--- config.mk ---
export PLATFORM = sky130hd
export DESIGN_NAME = inst_encoder
export DESIGN_NICKNAME = d
export VERILOG_FILES = /design/src/rtl/imm_pkg.sv /design/src/rtl/inst_pack.sv /design/src/rtl/inst_encoder.sv
export SDC_FILE = /design/constraint.sdc
export NUM_CORES = 1
export LEC_CHECK = 0
export CELL_PAD_IN_SITES_DETAIL_PLACEMENT = 2
export CELL_PAD_IN_SITES_GLOBAL_PLACEMENT = 2
export CORE_ASPECT_RATIO = 1.25
export CORE_UTILIZATION = 29
export DETAILED_ROUTE_END_ITERATION = 12
export HOLD_SLACK_MARGIN = 0.03
export PLACE_DENSITY_LB_ADDON = 0.25
export SKIP_CTS_REPAIR_TIMING = 1
export SLEW_MARGIN = 20
export SYNTH_ARGS = -nofsm -noshare
export SYNTH_HDL_FRONTEND = slang
export SYNTH_SLANG_ARGS = --single-unit
--- constraint.sdc ---
create_clock -name i_clk -period 2.25 [get_ports i_clk]
set_input_delay 0.3375 -clock i_clk [delete_from_list [all_inputs] [get_ports i_clk]]
set_output_delay 0.3375 -clock i_clk [all_outputs]
set_load 0.01 [all_outputs]
--- src/rtl/imm_pkg.sv ---
// Shared RV32I immediate/format definitions used by the instruction encoder
// and the immediate generator.
package imm_pkg;

  localparam int unsigned XLEN      = 32;
  localparam int unsigned REG_W     = 5;
  localparam int unsigned OPC_W     = 7;
  localparam int unsigned F3_W      = 3;
  localparam int unsigned F7_W      = 7;
  localparam int unsigned SEL_W     = 3;
  localparam int unsigned ERR_CNT_W = 8;

  localparam logic [XLEN-1:0] NOP_INST = 32'h0000_0013;

  typedef enum logic [SEL_W-1:0] {
    FMT_R       = 3'd0,
    FMT_I       = 3'd1,
    FMT_S       = 3'd2,
    FMT_B       = 3'd3,
    FMT_JAL     = 3'd4,
    FMT_JALR    = 3'd5,
    FMT_U       = 3'd6,
    FMT_ILLEGAL = 3'd7
  } fmt_sel_e;

  typedef struct packed {
    fmt_sel_e               sel;
    logic [OPC_W-1:0]       opcode;
    logic [REG_W-1:0]       rd;
    logic [REG_W-1:0]       rs1;
    logic [REG_W-1:0]       rs2;
    logic [F3_W-1:0]        funct3;
    logic [F7_W-1:0]        funct7;
    logic [XLEN-1:0]        imm;
  } inst_fields_t;

  // True when v[XLEN-1:lsb] are all copies of the same bit (fits as signed).
  function automatic logic upper_sign_ok(input logic [XLEN-1:0] v,
                                         input int unsigned     lsb);
    logic [XLEN-1:0] sh;
    sh = XLEN'($signed(v) >>> lsb);
    return (sh == '0) || (sh == '1);
  endfunction

endpackage

--- src/rtl/inst_pack.sv ---
// Combinational RV32I field packer with immediate range checking; a failed
// check replaces the word with a NOP.
module inst_pack
  import imm_pkg::*;
(
  input  inst_fields_t    fields,
  output logic [XLEN-1:0] inst_c,
  output logic            err_c
);

  logic [XLEN-1:0] imm;
  logic [XLEN-1:0] raw;
  logic            bad;

  assign imm = fields.imm;

  always_comb begin
    raw = '0;
    bad = 1'b0;
    case (fields.sel)
      FMT_R: begin
        raw = {fields.funct7, fields.rs2, fields.rs1, fields.funct3,
               fields.rd, fields.opcode};
      end
      FMT_I, FMT_JALR: begin
        raw = {imm[11:0], fields.rs1, fields.funct3, fields.rd, fields.opcode};
        bad = !upper_sign_ok(imm, 11);
      end
      FMT_S: begin
        raw = {imm[11:5], fields.rs2, fields.rs1, fields.funct3,
               imm[4:0], fields.opcode};
        bad = !upper_sign_ok(imm, 11);
      end
      FMT_B: begin
        raw = {imm[12], imm[10:5], fields.rs2, fields.rs1, fields.funct3,
               imm[4:1], imm[11], fields.opcode};
        bad = !upper_sign_ok(imm, 12) || imm[0];
      end
      FMT_JAL: begin
        raw = {imm[20], imm[10:1], imm[11], imm[19:12], fields.rd,
               fields.opcode};
        bad = !upper_sign_ok(imm, 20) || imm[0];
      end
      FMT_U: begin
        raw = {imm[31:12], fields.rd, fields.opcode};
        bad = (imm[11:0] != 12'd0);
      end
      default: begin
        bad = 1'b1;
      end
    endcase
  end

  assign inst_c = bad ? NOP_INST : raw;
  assign err_c  = bad;

endmodule

--- src/rtl/inst_encoder.sv ---
// Streaming RV32I instruction encoder: packs decoded fields into a word,
// tags it with an auto-incrementing byte address and counts errored words.
module inst_encoder
  import imm_pkg::*;
#(
  parameter int unsigned       ADDR_W    = 32,
  parameter logic [ADDR_W-1:0] BASE_ADDR = '0
) (
  input  logic                 i_clk,
  input  logic                 i_rst_n,
  input  logic                 i_valid,
  output logic                 o_ready,
  input  logic [SEL_W-1:0]     i_sel,
  input  logic [OPC_W-1:0]     i_opcode,
  input  logic [REG_W-1:0]     i_rd,
  input  logic [REG_W-1:0]     i_rs1,
  input  logic [REG_W-1:0]     i_rs2,
  input  logic [F3_W-1:0]      i_funct3,
  input  logic [F7_W-1:0]      i_funct7,
  input  logic [XLEN-1:0]      i_imm,
  input  logic                 i_restart,
  output logic                 o_valid,
  input  logic                 i_out_ready,
  output logic [XLEN-1:0]      o_inst,
  output logic [ADDR_W-1:0]    o_addr,
  output logic                 o_err,
  output logic [ERR_CNT_W-1:0] o_err_cnt
);

  localparam logic [ADDR_W-1:0]    ADDR_STEP   = ADDR_W'(4);
  localparam logic [ERR_CNT_W-1:0] ERR_CNT_MAX = '1;

  inst_fields_t      fields;
  logic [XLEN-1:0]   inst_c;
  logic              err_c;
  logic              accept;
  logic [ADDR_W-1:0] addr_cnt;
  logic [ADDR_W-1:0] take_addr;

  assign fields = '{
    sel:    fmt_sel_e'(i_sel),
    opcode: i_opcode,
    rd:     i_rd,
    rs1:    i_rs1,
    rs2:    i_rs2,
    funct3: i_funct3,
    funct7: i_funct7,
    imm:    i_imm
  };

  inst_pack u_pack (
    .fields (fields),
    .inst_c (inst_c),
    .err_c  (err_c)
  );

  // Output slot frees up when empty or being drained this cycle.
  assign o_ready   = !o_valid || i_out_ready;
  assign accept    = i_valid && o_ready;
  assign take_addr = i_restart ? BASE_ADDR : addr_cnt;

  always_ff @(posedge i_clk or negedge i_rst_n) begin
    if (!i_rst_n) begin
      o_valid <= 1'b0;
      o_inst  <= '0;
      o_addr  <= BASE_ADDR;
      o_err   <= 1'b0;
    end else if (accept) begin
      o_valid <= 1'b1;
      o_inst  <= inst_c;
      o_addr  <= take_addr;
      o_err   <= err_c;
    end else if (i_out_ready) begin
      o_valid <= 1'b0;
    end
  end

  // Restart and accept in the same cycle: the word takes BASE_ADDR.
  always_ff @(posedge i_clk or negedge i_rst_n) begin
    if (!i_rst_n) begin
      addr_cnt <= BASE_ADDR;
    end else if (accept) begin
      addr_cnt <= take_addr + ADDR_STEP;
    end else if (i_restart) begin
      addr_cnt <= BASE_ADDR;
    end
  end

  always_ff @(posedge i_clk or negedge i_rst_n) begin
    if (!i_rst_n) begin
      o_err_cnt <= '0;
    end else if (accept && err_c && (o_err_cnt != ERR_CNT_MAX)) begin
      o_err_cnt <= o_err_cnt + ERR_CNT_W'(1);
    end
  end

endmodule

==> results.sh, run 1 <==
export IMPL_portBuffers=146
export IMPL_dpl_instance_area_um2=7380
export IMPL_yosys_warnings=0
export IMPL_final_hold_viol_count=0
export IMPL_final_area_um2=7700
export IMPL_dp_hpwl_um=13800
export IMPL_power_density_nw_per_um2=604
export IMPL_cts_htree_levels=3
export IMPL_clock_path_buffers=2
export IMPL_hold_path_class="in -> async"
export IMPL_place_congestion=0.852
export IMPL_nNetsFinal=808
export IMPL_async_flop_share_pct=100
export IMPL_grt_pass1_wl_um=29000
export IMPL_power_w=0.00465
export IMPL_arrival_ns=2.49
export IMPL_criticalPathCategory="in -> reg"
export IMPL_outcome="finished, final reports clean"
export IMPL_num_fill_cells=1876
export IMPL_clkTransAtPathRegs_ns=0.07
export IMPL_dieArea_um2=18400
export IMPL_cap_violations=0
export IMPL_ys_seq_area_share_pct=51.1
export IMPL_rr_startpoint="addr_cnt[5]"
export IMPL_grt_usage_pct=20.6
export IMPL_worstMarginPinSlew_ns=0.495
export IMPL_crit_path_start="i_imm[25]"
export IMPL_finalSetupViolCount=0
export IMPL_rsz0062_at_grt="true"
export IMPL_synth_main_ff_cell="dfrtp_1"
export IMPL_gr_total_overflow=0
export IMPL_die_w_um=122
export IMPL_grt_pass1_vias=5488
export IMPL_cts_inserted_buffers=9
export IMPL_critPathCaptureType="register"
export IMPL_min_period_ns=2.23
export IMPL_drt_pre_antenna_iters=4
export IMPL_critPathLaunchType="primary input"
export IMPL_synth_edf_count=0
export IMPL_cp_max_fo=25
export IMPL_antenna_left=0
export IMPL_initial_core_util_pct=29.7
export IMPL_cts_tree="yes"
export IMPL_syn_area_per_cell_um2=9.72
export IMPL_drive_above_1_share_pct=16.8
export IMPL_design_core_area_um2=17500
export IMPL_die_h_um=152
export IMPL_io_pins=147
export IMPL_drt_wl_total_um=17900
export IMPL_max_freq_mhz=449
export IMPL_final_cell_mix="clkdlybuf4s50_1, dfrtp_1, nand2_1, buf_4, o21ai_0"
export IMPL_area_growth_pct=48.3
export IMPL_mostFrequentLayoutCell="clkdlybuf4s50_1"
export IMPL_syn_inst=534
export IMPL_grt_max_degree=62
export IMPL_via_per_inst=5.01
export IMPL_clockRootBuffer="clkbuf_16"
export IMPL_insertion_delay_ns=0.35
export IMPL_crit_required_ns=2.51
export IMPL_diodes=0
export IMPL_grt_antenna_before_repair=0
export IMPL_vias=4827
export IMPL_skew_ns=0.0104
export IMPL_syn_cell_area_um2=5190
export IMPL_ir_drop_mv=0.337
export IMPL_drtIter0Drc=128
export IMPL_synthesis_nets=608
export IMPL_fin_crit_sh_pct=99.0
export IMPL_max_slew_margin_pct=66.7
export IMPL_drcViolationCount=0
export IMPL_clkSinkCount=106
export IMPL_routedWlPerCell_um=18.6
export IMPL_slew_violations=0
export IMPL_leakage_nw=3.33
export IMPL_ys_types=50
export IMPL_rows=54
export IMPL_synth_seq_cells=106
[report_power, final]
part | leakage [nW] | internal, W | total, W | switching [W]
Sequential | 1.43 | 0.00203 | 0.00214 | 0.000111
Combinational | 1.77 | 0.000521 | 0.000978 | 0.000456
Clock | 0.130 | 0.000789 | 0.00154 | 0.000747
[routing by layer]
layer  up-vias  track usage [%]  share of wire, %
met5         -                0                 0
met4         0             5.68               1.1
met3        12             5.01               4.6
met2       117             37.7                54
met1      2425             23.5                40
li1       2273                -                 -
[final cells by class]
class	count	area, µm²	area share, %
sequential	106	2650	34.5
multi-input combinational	389	2390	31.0
timing repair buffer	221	2070	26.9
tap	224	280	3.64
clock buffer	11	243	3.15
clock inverter	5	38.8	0.504
inverter	7	26.3	0.341
[cells in the mapped netlist, types with 4 or more instances]
| cell | count | area, µm² |
|---|---|---|
| or3_1 | 7 | 43.8 |
| nand3_1 | 11 | 55.1 |
| o21ai_0 | 53 | 265 |
| nor2_1 | 36 | 135 |
| xor2_1 | 16 | 140 |
| dfrtp_1 | 106 | 2650 |
| nand3b_1 | 13 | 97.6 |
| buf_1 | 4 | 15.0 |
| a22oi_1 | 18 | 135 |
| nand2_1 | 94 | 353 |
| nor4_1 | 7 | 43.8 |
| clkbuf_1 | 17 | 63.8 |
| xnor2_1 | 12 | 105 |
| a221o_1 | 6 | 60.1 |
| a21oi_1 | 12 | 60.1 |
| nor2b_1 | 7 | 43.8 |
| a221oi_1 | 5 | 43.8 |
| buf_2 | 4 | 20.0 |
| nand2b_1 | 15 | 93.8 |
| nor3_1 | 9 | 45.0 |
| inv_1 | 7 | 26.3 |
| nand4_1 | 13 | 81.3 |
| mux2_2 | 14 | 158 |
| and3_1 | 7 | 43.8 |
| a211oi_1 | 4 | 30.0 |
| a22o_1 | 4 | 35.0 |
[kinds of logic (layout without fill, tap and decap cells)]
family	count (synthesis)	count (layout)	share of synthesized area (%)
multiplexers	16	16	3.69
flip-flops	106	106	51.1
AO/OA/AOI/OAI	108	108	13.6
AND/OR/NAND/NOR	235	235	22.9
buffers and inverters	39	244	3.49
adder cells (fa/ha/maj)	2	2	0.482
XOR/XNOR	28	28	4.72
[metrics by stage]
| step | instances | util (%) | setup TNS [ns] | setup WS [ns] | hold slack [ns] |
|---|---|---|---|---|---|
| finish | 963 | 44.0 | 0 | 0.0219 | 0.458 |
| floorplan | 534 | - | 0 | 0.00120 | 0.0419 |
| detailed placement | 946 | 42.2 | -20.02 | -0.430 | 0.298 |
| global placement | 946 | 42.2 | -13.88 | -0.353 | 0.291 |
| global route | 963 | 44.0 | -0.105 | -0.0234 | 0.479 |
| CTS | 962 | 43.8 | -0.769 | -0.0826 | -0.0919 |
[flip-flops by register name (all words and copies together) (netlist names)]
signal	count
o_err_cnt	8
o_err	1
o_valid	1
o_inst	32
addr_cnt	32
o_addr	32
[path summary, 6_finish.rpt]
path	endpoint	slack, ns	cells after the start
max in group asynchronous	addr_cnt[18]	1.09	3
worst max-delay path	o_inst[22]	0.02	8
worst max register to register	addr_cnt[18]	0.19	5
worst min-delay path	o_addr[26]	0.46	2
min in group i_clk	o_addr[30]	0.47	2
worst min register to register	o_addr[30]	0.47	2
[worst max-delay path: stages]
cell and delay, ns:
clkdlybuf4s50_1 0.51, nand4_1 0.16, or4_4 0.56, nor3_2 0.12
o31a_2 0.29, nand3_2 0.12, buf_12 0.17, o21ai_0 0.21
Power figures use the tool's default switching activity.
==> run 2, diff against run 1 <==
--- a/config.mk
+++ b/config.mk
@@ -9,9 +9,11 @@
 export CELL_PAD_IN_SITES_GLOBAL_PLACEMENT = 2
 export CORE_ASPECT_RATIO = 1.25
 export CORE_UTILIZATION = 29
+export CTS_CLUSTER_DIAMETER = 100
 export DETAILED_ROUTE_END_ITERATION = 12
 export HOLD_SLACK_MARGIN = 0.03
 export PLACE_DENSITY_LB_ADDON = 0.25
+export SETUP_SLACK_MARGIN = 0.4
 export SKIP_CTS_REPAIR_TIMING = 1
 export SLEW_MARGIN = 20
 export SYNTH_ARGS = -nofsm -noshare
==> run 2 against run 1 <==
Compared with the run above: clock skew down 0.00070 ns; clock power up 8%; critical path depth down 1; largest cell class is now multi-input gates.
==> results.sh, run 2 (same netlist as run 1, synthesis figures left out) <==
export IMPL_max_slew_margin_pct=69.2
export IMPL_crit_required_ns=2.48
export IMPL_fin_cells=992
export IMPL_grt_pass1_wl_um=29500
export IMPL_power_density_nw_per_um2=592
export IMPL_nNetsFinal=837
export IMPL_hold_path_class="in -> reg"
export IMPL_drt_wl_total_um=20000
export IMPL_path_cells="and2_4 -> nand4_1 -> buf_4 -> or4_4 -> buf_6 -> o21ai_0 -> a21oi_2"
export IMPL_io_pins=147
export IMPL_portBuffers=146
export IMPL_fin_crit_sh_pct=89.3
export IMPL_area_growth_pct=59.3
export IMPL_critPathCaptureType="register"
export IMPL_design_core_area_um2=17500
export IMPL_die_w_um=122
export IMPL_diodes=0
export IMPL_slowest_delay_ns=0.56
export IMPL_max_freq_mhz=498
export IMPL_dp_slack_ns=-0.562
export IMPL_critPathLaunchType="register"
export IMPL_drtIter0Drc=135
export IMPL_leakage_nw=3.74
export IMPL_cts_htree_levels=3
export IMPL_skew_ns=0.00973
export IMPL_drive_above_1_share_pct=27.0
export IMPL_cts_inserted_buffers=9
export IMPL_busiest_layer="met2"
export IMPL_mostFrequentLayoutCell="clkdlybuf4s50_1"
export IMPL_rsz0062_at_grt="true"
export IMPL_whs_ns=0.339
export IMPL_antenna_left=0
export IMPL_slew_violations=0
export IMPL_placed_cells=951
export IMPL_dp_hpwl_um=13900
export IMPL_vias=5011
export IMPL_final_cell_mix="clkdlybuf4s50_1, dfrtp_1, nand2_1, buf_4, nor2_1"
export IMPL_num_fill_cells=1824
export IMPL_min_path_cells=3
export IMPL_clock_path_buffers=2
export IMPL_gr_total_overflow=0
export IMPL_via_per_inst=5.05
export IMPL_rr_worst_depth=7
export IMPL_outcome="finished, final reports clean"
export IMPL_met1_usage_pct=22.1
export IMPL_rows=54
export IMPL_die_h_um=152
export IMPL_arrival_ns=2.24
export IMPL_clockRootBuffer="clkbuf_16"
export IMPL_insertion_delay_ns=0.34
export IMPL_min_period_ns=2.01
export IMPL_grt_util_met3_pct=4.72
export IMPL_initial_core_util_pct=29.7
export IMPL_dieArea_um2=18400
export IMPL_ir_drop_mv=0.344
export IMPL_cp_max_fo=5
export IMPL_finalSetupViolCount=0
export IMPL_cts_tree="yes"
export IMPL_cap_violations=0
export IMPL_grtUsageMet2_pct=40.8
export IMPL_drcViolationCount=0
export IMPL_reg_top3="addr_cnt x32, o_addr x32, o_inst x32"
export IMPL_grt_usage_pct=20.7
export IMPL_worstMarginPinSlew_ns=0.461
export IMPL_routedWlPerCell_um=20.2
export IMPL_clkSinkCount=106
export IMPL_crit_path_top_delay_cell="or4_4"
export IMPL_grt_max_degree=55
export IMPL_place_congestion=0.905
export IMPL_grt_antenna_before_repair=0
export IMPL_finalWorstSetupSlack_ns=0.241
export IMPL_drt_pre_antenna_iters=5
export IMPL_criticalPathCategory="reg -> reg"
export IMPL_grt_pass1_vias=5578
export IMPL_clkTransAtPathRegs_ns=0.08
export IMPL_final_hold_viol_count=0
[run 2: changes by cell type in the layout (fill, tap and decap cells not counted), moves of 5 or more]
cell	before	now
o21ai_1	8	24
nor3_1	8	1
dlymetal6s2s_1	2	15
clkdlybuf4s50_1	143	113
o21ai_0	45	26
buf_6	0	8
buf_4	72	93
clkbuf_2	0	8
nor4_1	6	1
[run 2: power breakdown]
part	switching, W	internal, W
clock	0.000760	0.000903
sequential	0.000132	0.00202
combinational	0.000510	0.000571
[run 2: worst max-delay path, delay by kind of cell (launching register included)]
| kind | cells | cell delay, ns |
|---|---|---|
| flops | 1 | 0.38 |
| simple gates | 3 | 0.87 |
| compound gates | 2 | 0.29 |
| buf+inv | 2 | 0.36 |
[run 2: layer usage]
layer  share of wire, %  wire (µm)
met1                 37       7350
met2                 58      11600
met3                4.4        882
met4                1.1        229
met5                  0          0
[run 2: path summary, 6_finish.rpt]
check / startpoint / slack (ns) / endpoint
max in group asynchronous: i_rst_n / 1.15 / addr_cnt[6]
worst max register to register: addr_cnt[13] / 0.24 / addr_cnt[18]
worst max-delay path: addr_cnt[13] / 0.24 / addr_cnt[18]
min in group asynchronous: i_rst_n / 0.42 / o_addr[19]
worst min-delay path: i_imm[15] / 0.34 / o_inst[15]
worst min register to register: o_addr[30] / 0.47 / o_addr[30]
[run 2: cell type report]
cell class                      count  area (µm²)  share of cell area [%]
Multi-Input combinational cell    390        2660                    32.1
Sequential cell                   106        2650                    32.1
Timing Repair Buffer              249        2350                    28.4
Tap cell                          224         280                    3.39
Clock buffer                       11         243                    2.93
Clock inverter                      5        60.1                   0.726
Inverter                            7        26.3                   0.318
[run 2: through the flow]
step	cell area (µm²)	utilization (%)	power (W)	TNS [ns]
finish	8270	47.3	0.00490	0
global route	8270	47.3	0.00511	0
CTS	7800	44.6	0.00487	-1.57
detailed placement	7500	42.9	0.00320	-20.21
global placement	7500	42.9	0.00315	-15.60
floorplan	5310	-	0.00253	0
